### src/rtl/micro_sequencer.sv
// micro_sequencer: control-store address sequencer with a memory-ready stall.
// Optional single-step gating is enabled by defining MICRO_SEQUENCER_STEP_EN.
module micro_sequencer #(
  parameter int DATAWIDTH_JUMPADDRESS = 11,
  parameter int DATAWIDTH_CONDITION   = 3,
  parameter int DATAWIDTH_IR          = 32
) (
  input  logic                             MICRO_SEQUENCER_CLOCK_50,
  input  logic                             MICRO_SEQUENCER_ResetInLow_In,
  input  logic [DATAWIDTH_CONDITION-1:0]   MICRO_SEQUENCER_Condition_InBus,
  input  logic [DATAWIDTH_JUMPADDRESS-1:0] MICRO_SEQUENCER_JumpAddress_InBus,
  input  logic                             MICRO_SEQUENCER_RD_In,
  input  logic                             MICRO_SEQUENCER_WR_In,
  input  logic                             MICRO_SEQUENCER_MemReady_In,
  input  logic [3:0]                       MICRO_SEQUENCER_Flags_InBus,
  input  logic [DATAWIDTH_IR-1:0]          MICRO_SEQUENCER_IR_InBus,
`ifdef MICRO_SEQUENCER_STEP_EN
  input  logic                             MICRO_SEQUENCER_Step_In,
`endif
  output logic [DATAWIDTH_JUMPADDRESS-1:0] MICRO_SEQUENCER_Address_OutBus,
  output logic                             MICRO_SEQUENCER_Stall_Out,
  output logic                             MICRO_SEQUENCER_Taken_Out
);

  localparam logic [0:0] RUN  = 1'b0;
  localparam logic [0:0] WAIT = 1'b1;
  localparam logic [DATAWIDTH_JUMPADDRESS-1:0] ONE = 1;

  logic [0:0] state;
  logic [0:0] stateNext;
  logic       memAccess;
  logic       stepEn;
  logic       advance;
  logic       takeJump;
  logic [DATAWIDTH_JUMPADDRESS-1:0] csaiAddr;
  logic [DATAWIDTH_JUMPADDRESS-1:0] decodeAddr;
  logic [DATAWIDTH_JUMPADDRESS-1:0] nextAddr;
  logic       unusedIrBits;

`ifdef MICRO_SEQUENCER_STEP_EN
  assign stepEn = MICRO_SEQUENCER_Step_In;
`else
  assign stepEn = 1'b1;
`endif

  // RD and WR together still form one access.
  assign memAccess  = MICRO_SEQUENCER_RD_In | MICRO_SEQUENCER_WR_In;
  assign csaiAddr   = MICRO_SEQUENCER_Address_OutBus + ONE;
  assign decodeAddr = {1'b1, MICRO_SEQUENCER_IR_InBus[31:30],
                       MICRO_SEQUENCER_IR_InBus[24:19], 2'b00};
  assign unusedIrBits = ^{MICRO_SEQUENCER_IR_InBus[29:25],
                          MICRO_SEQUENCER_IR_InBus[18:14],
                          MICRO_SEQUENCER_IR_InBus[12:0]};

  always_comb begin
    takeJump = 1'b0;
    nextAddr = csaiAddr;
    case (MICRO_SEQUENCER_Condition_InBus)
      3'd1:    takeJump = MICRO_SEQUENCER_Flags_InBus[3];
      3'd2:    takeJump = MICRO_SEQUENCER_Flags_InBus[2];
      3'd3:    takeJump = MICRO_SEQUENCER_Flags_InBus[1];
      3'd4:    takeJump = MICRO_SEQUENCER_Flags_InBus[0];
      3'd5:    takeJump = MICRO_SEQUENCER_IR_InBus[13];
      3'd6:    takeJump = 1'b1;
      3'd7:    takeJump = 1'b1;
      default: takeJump = 1'b0;
    endcase
    if (MICRO_SEQUENCER_Condition_InBus == 3'd7) begin
      nextAddr = decodeAddr;
    end else if (takeJump) begin
      nextAddr = MICRO_SEQUENCER_JumpAddress_InBus;
    end
  end

  // A pending step keeps WAIT even after memory is ready, so the access is not re-issued.
  always_comb begin
    stateNext = state;
    advance   = 1'b0;
    case (state)
      RUN: begin
        advance = stepEn & (~memAccess | MICRO_SEQUENCER_MemReady_In);
        if (memAccess & ~MICRO_SEQUENCER_MemReady_In) begin
          stateNext = WAIT;
        end
      end
      WAIT: begin
        advance = stepEn & MICRO_SEQUENCER_MemReady_In;
        if (MICRO_SEQUENCER_MemReady_In & stepEn) begin
          stateNext = RUN;
        end
      end
      default: stateNext = RUN;
    endcase
  end

  assign MICRO_SEQUENCER_Stall_Out = MICRO_SEQUENCER_ResetInLow_In &
      (((state == RUN) & memAccess & ~MICRO_SEQUENCER_MemReady_In) |
       ((state == WAIT) & ~MICRO_SEQUENCER_MemReady_In));

  always_ff @(posedge MICRO_SEQUENCER_CLOCK_50 or negedge MICRO_SEQUENCER_ResetInLow_In) begin
    if (!MICRO_SEQUENCER_ResetInLow_In) begin
      state                          <= RUN;
      MICRO_SEQUENCER_Address_OutBus <= '0;
      MICRO_SEQUENCER_Taken_Out      <= 1'b0;
    end else begin
      state <= stateNext;
      if (advance) begin
        MICRO_SEQUENCER_Address_OutBus <= nextAddr;
        MICRO_SEQUENCER_Taken_Out      <= takeJump;
      end
    end
  end

endmodule

### config.mk
export PLATFORM = sky130hd
export DESIGN_NAME = micro_sequencer
export DESIGN_NICKNAME = d
export VERILOG_FILES = /design/src/rtl/micro_sequencer.sv
export SDC_FILE = /design/constraint.sdc
export NUM_CORES = 1
export LEC_CHECK = 0
export CAP_MARGIN = 40
export CORE_MARGIN = 2
export CORE_UTILIZATION = 34
export DETAILED_ROUTE_END_ITERATION = 12
export GPL_ROUTABILITY_DRIVEN = 0
export PLACE_DENSITY = 0.87
export SKIP_LAST_GASP = 1
export SYNTH_ARGS = -nofsm -noshare
export SYNTH_HDL_FRONTEND = slang
export SYNTH_SLANG_ARGS = --single-unit
### constraint.sdc
create_clock -name MICRO_SEQUENCER_CLOCK_50 -period 1.56 [get_ports MICRO_SEQUENCER_CLOCK_50]
set_input_delay 0.234 -clock MICRO_SEQUENCER_CLOCK_50 [delete_from_list [all_inputs] [get_ports MICRO_SEQUENCER_CLOCK_50]]
set_output_delay 0.234 -clock MICRO_SEQUENCER_CLOCK_50 [all_outputs]
set_load 0.05 [all_outputs]
---- Word level (Yosys, flattened, before mapping) ----
Cells that the tools add are included.
word-level totals
  register bits after elaboration ......... 13
  bits of input ports ..................... 55
  output and inout bits ................... 13
  logic and storage cells ................. 30
cells by class
  add/subtract/negate cells ............... 1
  eq/ne operators ......................... 7
  mux-type cells .......................... 7
  bitwise gates (word level) .............. 11
  reduce and logical (&&, ||, !) cells .... 1
operators with widths
  cell                                                             number
  11-bit 2-to-1 mux                                                2
  3-bit == test, second input constant                             4
  11-bit by 1-bit adder with 11-bit output, second input constant  1
  3-bit by 2-bit == test with 1-bit output, second input constant  2
  1-bit one-hot mux with 6 select lines                            1
  1-bit bitwise AND                                                5
  1-bit one-hot mux with 2 select lines                            2
  3-bit by 1-bit == test with 1-bit output, second input constant  1
  1-bit inverter                                                   3
  1-bit OR                                                         3
  1-bit 2-to-1 mux                                                 2
  2-bit OR reduction                                               1

---- Logic depth before layout (Yosys ltp) ----
  depth in word-level cells ............... 5
  mapped depth ............................ 6

---- Worst setup path after synthesis ----
Ideal clock, no wire load.
  kind .................................... register to register
  start ................................... register MICRO_SEQUENCER_Address_OutBus[0]
  end ..................................... register MICRO_SEQUENCER_Address_OutBus[4]
  setup time .............................. 0.092 ns
  arrival time ............................ 1.670 ns
  slack ................................... -0.202 ns
  cell stages (with the launch flop) ...... 6
  path buffers ............................ 0
  period minus slack after synthesis ...... 1.762 ns
  cells stage by stage .................... dfrtp_1 -> ha_1 -> nand3_1 -> xor2_1 -> and2_2 -> o31ai_2
between the ends
  word-level cells in the longest chain between the ends .. 3
RTL lines
  item                                      RTL line  text
  from (decl)                               20        output logic [DATAWIDTH_JUMPADDRESS-1:0] MICRO_SEQUENCER_Address_OutBus,
  from (signal assigned)                    108       MICRO_SEQUENCER_Address_OutBus <= nextAddr;
  11-bit by 1-bit adder with 11-bit output  48        assign csaiAddr = MICRO_SEQUENCER_Address_OutBus + ONE;
  11-bit 2-to-1 mux                         70        end else if (takeJump) begin
  11-bit 2-to-1 mux                         68        if (MICRO_SEQUENCER_Condition_InBus == 3'd7) begin
No other way between the ends.
A chain may end at the register's enable or synchronous reset.

---- Worst setup path in the final report ----
  start ................................... input port MICRO_SEQUENCER_Condition_InBus[2]
  end ..................................... register MICRO_SEQUENCER_Address_OutBus[8]
between the ends
  word-level cells in the longest chain between the ends .. 5
RTL lines
  item                                   RTL line  text
  from (decl)                            10        input logic [DATAWIDTH_CONDITION-1:0] MICRO_SEQUENCER_Condition_InBus,
  3-bit == test (on tied branches)       58, 68
  2-bit OR reduction (no line)           n/a
  1-bit one-hot mux with 6 select lines  58        case (MICRO_SEQUENCER_Condition_InBus)
  11-bit 2-to-1 mux                      70
  11-bit 2-to-1 mux *                    68
Mark *: on every way between the ends. The rest lies on a longest branch, timed or not.

==> summary.md <==
| Metric | Value |
|---|---|
| Fill cells | 244 |
| Final min period | roughly 1600 ps |
| Worst Setup Slack, final | slightly above 8 ps |
| Clock transition at the registers of the reported paths | 80 ps |
| Yosys warns | 0 |
| Yosys reg bits | 13 |
| Port Buf Inserts | 44 |
| Detail Placement HPWL | roughly 2400 um |
| Fmax | approximately 0.64 GHz |
| Synthesized area | 957 um^2 |
| Clock H-tree levels | 1 |
| Area grow syn2layout | 73.9% |
| Nets | 221 |
| Status | finished, final reports clean |
| DRT antenna net count | 0 |
| Kind of critical path | in -> reg |
| Setup Skew | 5.34 ps |
| Net Count, Synth | 160 |
| Diodes inserted | 0 |
| Layout cell share with drive strength beyond 1 | 33.5% |
| Die W | about 57 um |
| Final setup vio count | 0 |
| TritonCTS clock tree | yes |
| Register area share after synthesis | approximately 34% |
| Slew HR | just under 80% |
| Clock Path Buffers | 2 |
| First DRT Iteration DRCs | 26 |
| Largest net degree at the start of global routing | 14 |
| Post-Place Worst Slack | -718 ps |
| Synthesized area per cell | 9.20 um^2 |
| Max Slew Vio Count | 0 |
| Die area | approximately 0.0033 mm^2 |
| Multi-input gate area | 594 um^2 |
| Final Hold Fails | 0 |
| GR Overflow Total | 0 |
| Row Count | 19 |
| Core Area | roughly 0.0027 mm^2 |
| Critical Path AT | 1710 ps |
| Initial antenna violation count | 0 |
| Die Ht | about 57 um |
| Number of global-route vias before repair | 1088 |
| Max IR drop VDD | 0.718 mV |
| WHS | 325 ps |
| PD cells | 1010 mW/mm^2 |
| Cell taking the most area after synthesis | dfrtp_1 |
| Synth top cells by count | a21oi_1, dfrtp_1, mux2i_1, nor2_1 |
| Root Buffer | clkbuf_4 |
| WL final | 2920 um |
| LEAKAGE | 0.750 nW |
| Vias | between 1000 and 1500 |
| Top cell type's share of synthesized area | 34.0% |
| Clock buffer count from CTS | 3 |
| Drt drc | 0 |
| Pre-antenna DRT Iters | 4 |
| Routed WL per cell | 15.0 um |
| EDFF count, synth | 0 |
| Top-Level Pins | 68 |
| Most numerous cell in the Yosys netlist | a21oi_1 |
| Crit start category | input port |
| Slew at the pin closest to its max-slew limit | 315 ps |
| Worst path required time | 1710 ps |
| First-pass GRT wire length | 4730 um |
| FF+latch area | roughly 330 um^2 |
| Synth Flop Type | dfrtp_1 |
| Post-synthesis async set-or-reset flop share | 100% |
| Unrepaired setup endpoints after global routing | yes |
| Post-DR vias/cell | 5.45 |
| Crit end category | register |
| Cells after Synth | 104 |
| Crit Path Max Fanout | 6 |
| Clock Latency Late Sink | 280 ps |
| Final period utilization | 99.5% |
| Initial cell density of the core | 35.3% |
| Max_cap viols | 0 |
| All-Layer GR Usage | 18.7% |
| Synth unique cells | 33 |
| Main area contributors after synthesis | dfrtp_1, mux2i_1, a21oi_1 |
| Clock sinks | 13 |
| Hold Crit Class | in -> async |
==> layer usage <==
metal / up-vias / global-route usage [%] / part of all wire (%)
met1: 509 / 21.7 / 38
li1: 502 / - / -
met2: 48 / 34.2 / 52
met5: - / 0 / 0
met3: 4 / 4.31 / 8.8
met4: 0 / 5.65 / 1.2
==> worst max-delay path: stages <==
cell and delay (ps):
buf_6 90, mux2_4 280, mux2_4 280, a221oi_4 310, buf_6 190, mux2i_1 210, o22ai_1 100
==> sequential cells by signal, summed over array words and instances, names as in the netlist <==
name                            flops
MICRO_SEQUENCER_Taken_Out           1
MICRO_SEQUENCER_Address_OutBus     11
state                               1
==> logic make-up (layout without fill, tap and decap cells) <==
group                      count (synthesis)  count (layout)  synth area share (%)
buffers and inverters                      7              67                  5.49
muxes                                     11              11                  12.5
and+or+nand+nor                           37              37                  20.5
DFF                                       13              13                  34.0
AOI/OAI and AO/OA                         28              28                  19.7
xor gates and xnor gates                   7               7                  6.41
adders and majority gates                  1               1                  1.31
==> metrics by stage <==
| stage | std cells | instance area [um^2] | utilization, % | TNS, ps | total power [W] |
|---|---|---|---|---|---|
| 5_1_grt | 195 | 1660 | 61.4 | -190 | 0.00174 |
| 4_1_cts | 195 | 1640 | 60.5 | 0 | 0.00168 |
| 6_report | 195 | 1660 | 61.4 | 0 | 0.00167 |
| 3_5_place_dp | 189 | 1610 | 59.2 | -7930 | 0.00146 |
| 2_1_floorplan | 104 | 962 | - | -1170 | 0.000981 |
| 3_3_place_gp | 189 | 1610 | 59.2 | -6930 | 0.00143 |
==> cells in the final DEF, fill, tap and decap left out, types with 2 or more instances in the layout <==
master	instances
mux2_4	2
buf_12	10
o22ai_1	3
xor2_1	5
nand2_1	6
buf_4	18
nand4_1	3
xnor2_1	2
o21ai_1	2
o31ai_2	2
clkbuf_4	3
dlymetal6s2s_1	2
dfrtp_1	9
clkdlybuf4s50_1	24
buf_2	3
mux2i_1	9
dfrtp_2	4
a21oi_1	14
and3_1	3
nand3_1	6
o21ai_0	3
dlygate4sd2_1	2
and3_2	3
nor2_1	7
buf_6	2
==> what timing repair did <==
item,in CTS,in global routing
gates resized for setup,17,7
setup endpoints to repair,13,10
cloned,1,0
buffers inserted,1,0
endpoints found under the hold margin,0,0
hold buffers,0,0
pin swaps,3,6
==> path summary, 6_finish.rpt <==
kind                                                                start                                 to  slack, ps  cells after the start
setup / recovery                       MICRO_SEQUENCER_Condition_InBus[2]  MICRO_SEQUENCER_Address_OutBus[8]          8                      7
max in group asynchronous                   MICRO_SEQUENCER_ResetInLow_In  MICRO_SEQUENCER_Address_OutBus[4]       1050                      2
hold / removal                              MICRO_SEQUENCER_ResetInLow_In  MICRO_SEQUENCER_Address_OutBus[7]        320                      2
hold reg to reg                                 MICRO_SEQUENCER_Taken_Out          MICRO_SEQUENCER_Taken_Out        550                      2
setup reg to reg                        MICRO_SEQUENCER_Address_OutBus[1]  MICRO_SEQUENCER_Address_OutBus[8]         80                      6
min in group MICRO_SEQUENCER_CLOCK_50           MICRO_SEQUENCER_Taken_Out          MICRO_SEQUENCER_Taken_Out        550                      2
==> power breakdown <==
| part | switching, W | internal, W | total, W |
|---|---|---|---|
| clock | 0.000114 | 0.0000993 | 0.000213 |
| combinational | 0.000478 | 0.000481 | 0.000959 |
| sequential | 0.0000974 | 0.000406 | 0.000503 |
| total | 0.000689 | 0.000986 | 0.00167 |
==> final cells by class <==
class / count / share of cell area, %
Clock buffer: 4 / 1.58
Inverter: 1 / 0.226
Multi-Input combinational cell: 84 / 35.7
Sequential cell: 13 / 19.8
Tap cell: 31 / 2.33
Timing Repair Buffer: 62 / 40.3
No activity file was read; power rests on OpenSTA's default activity.
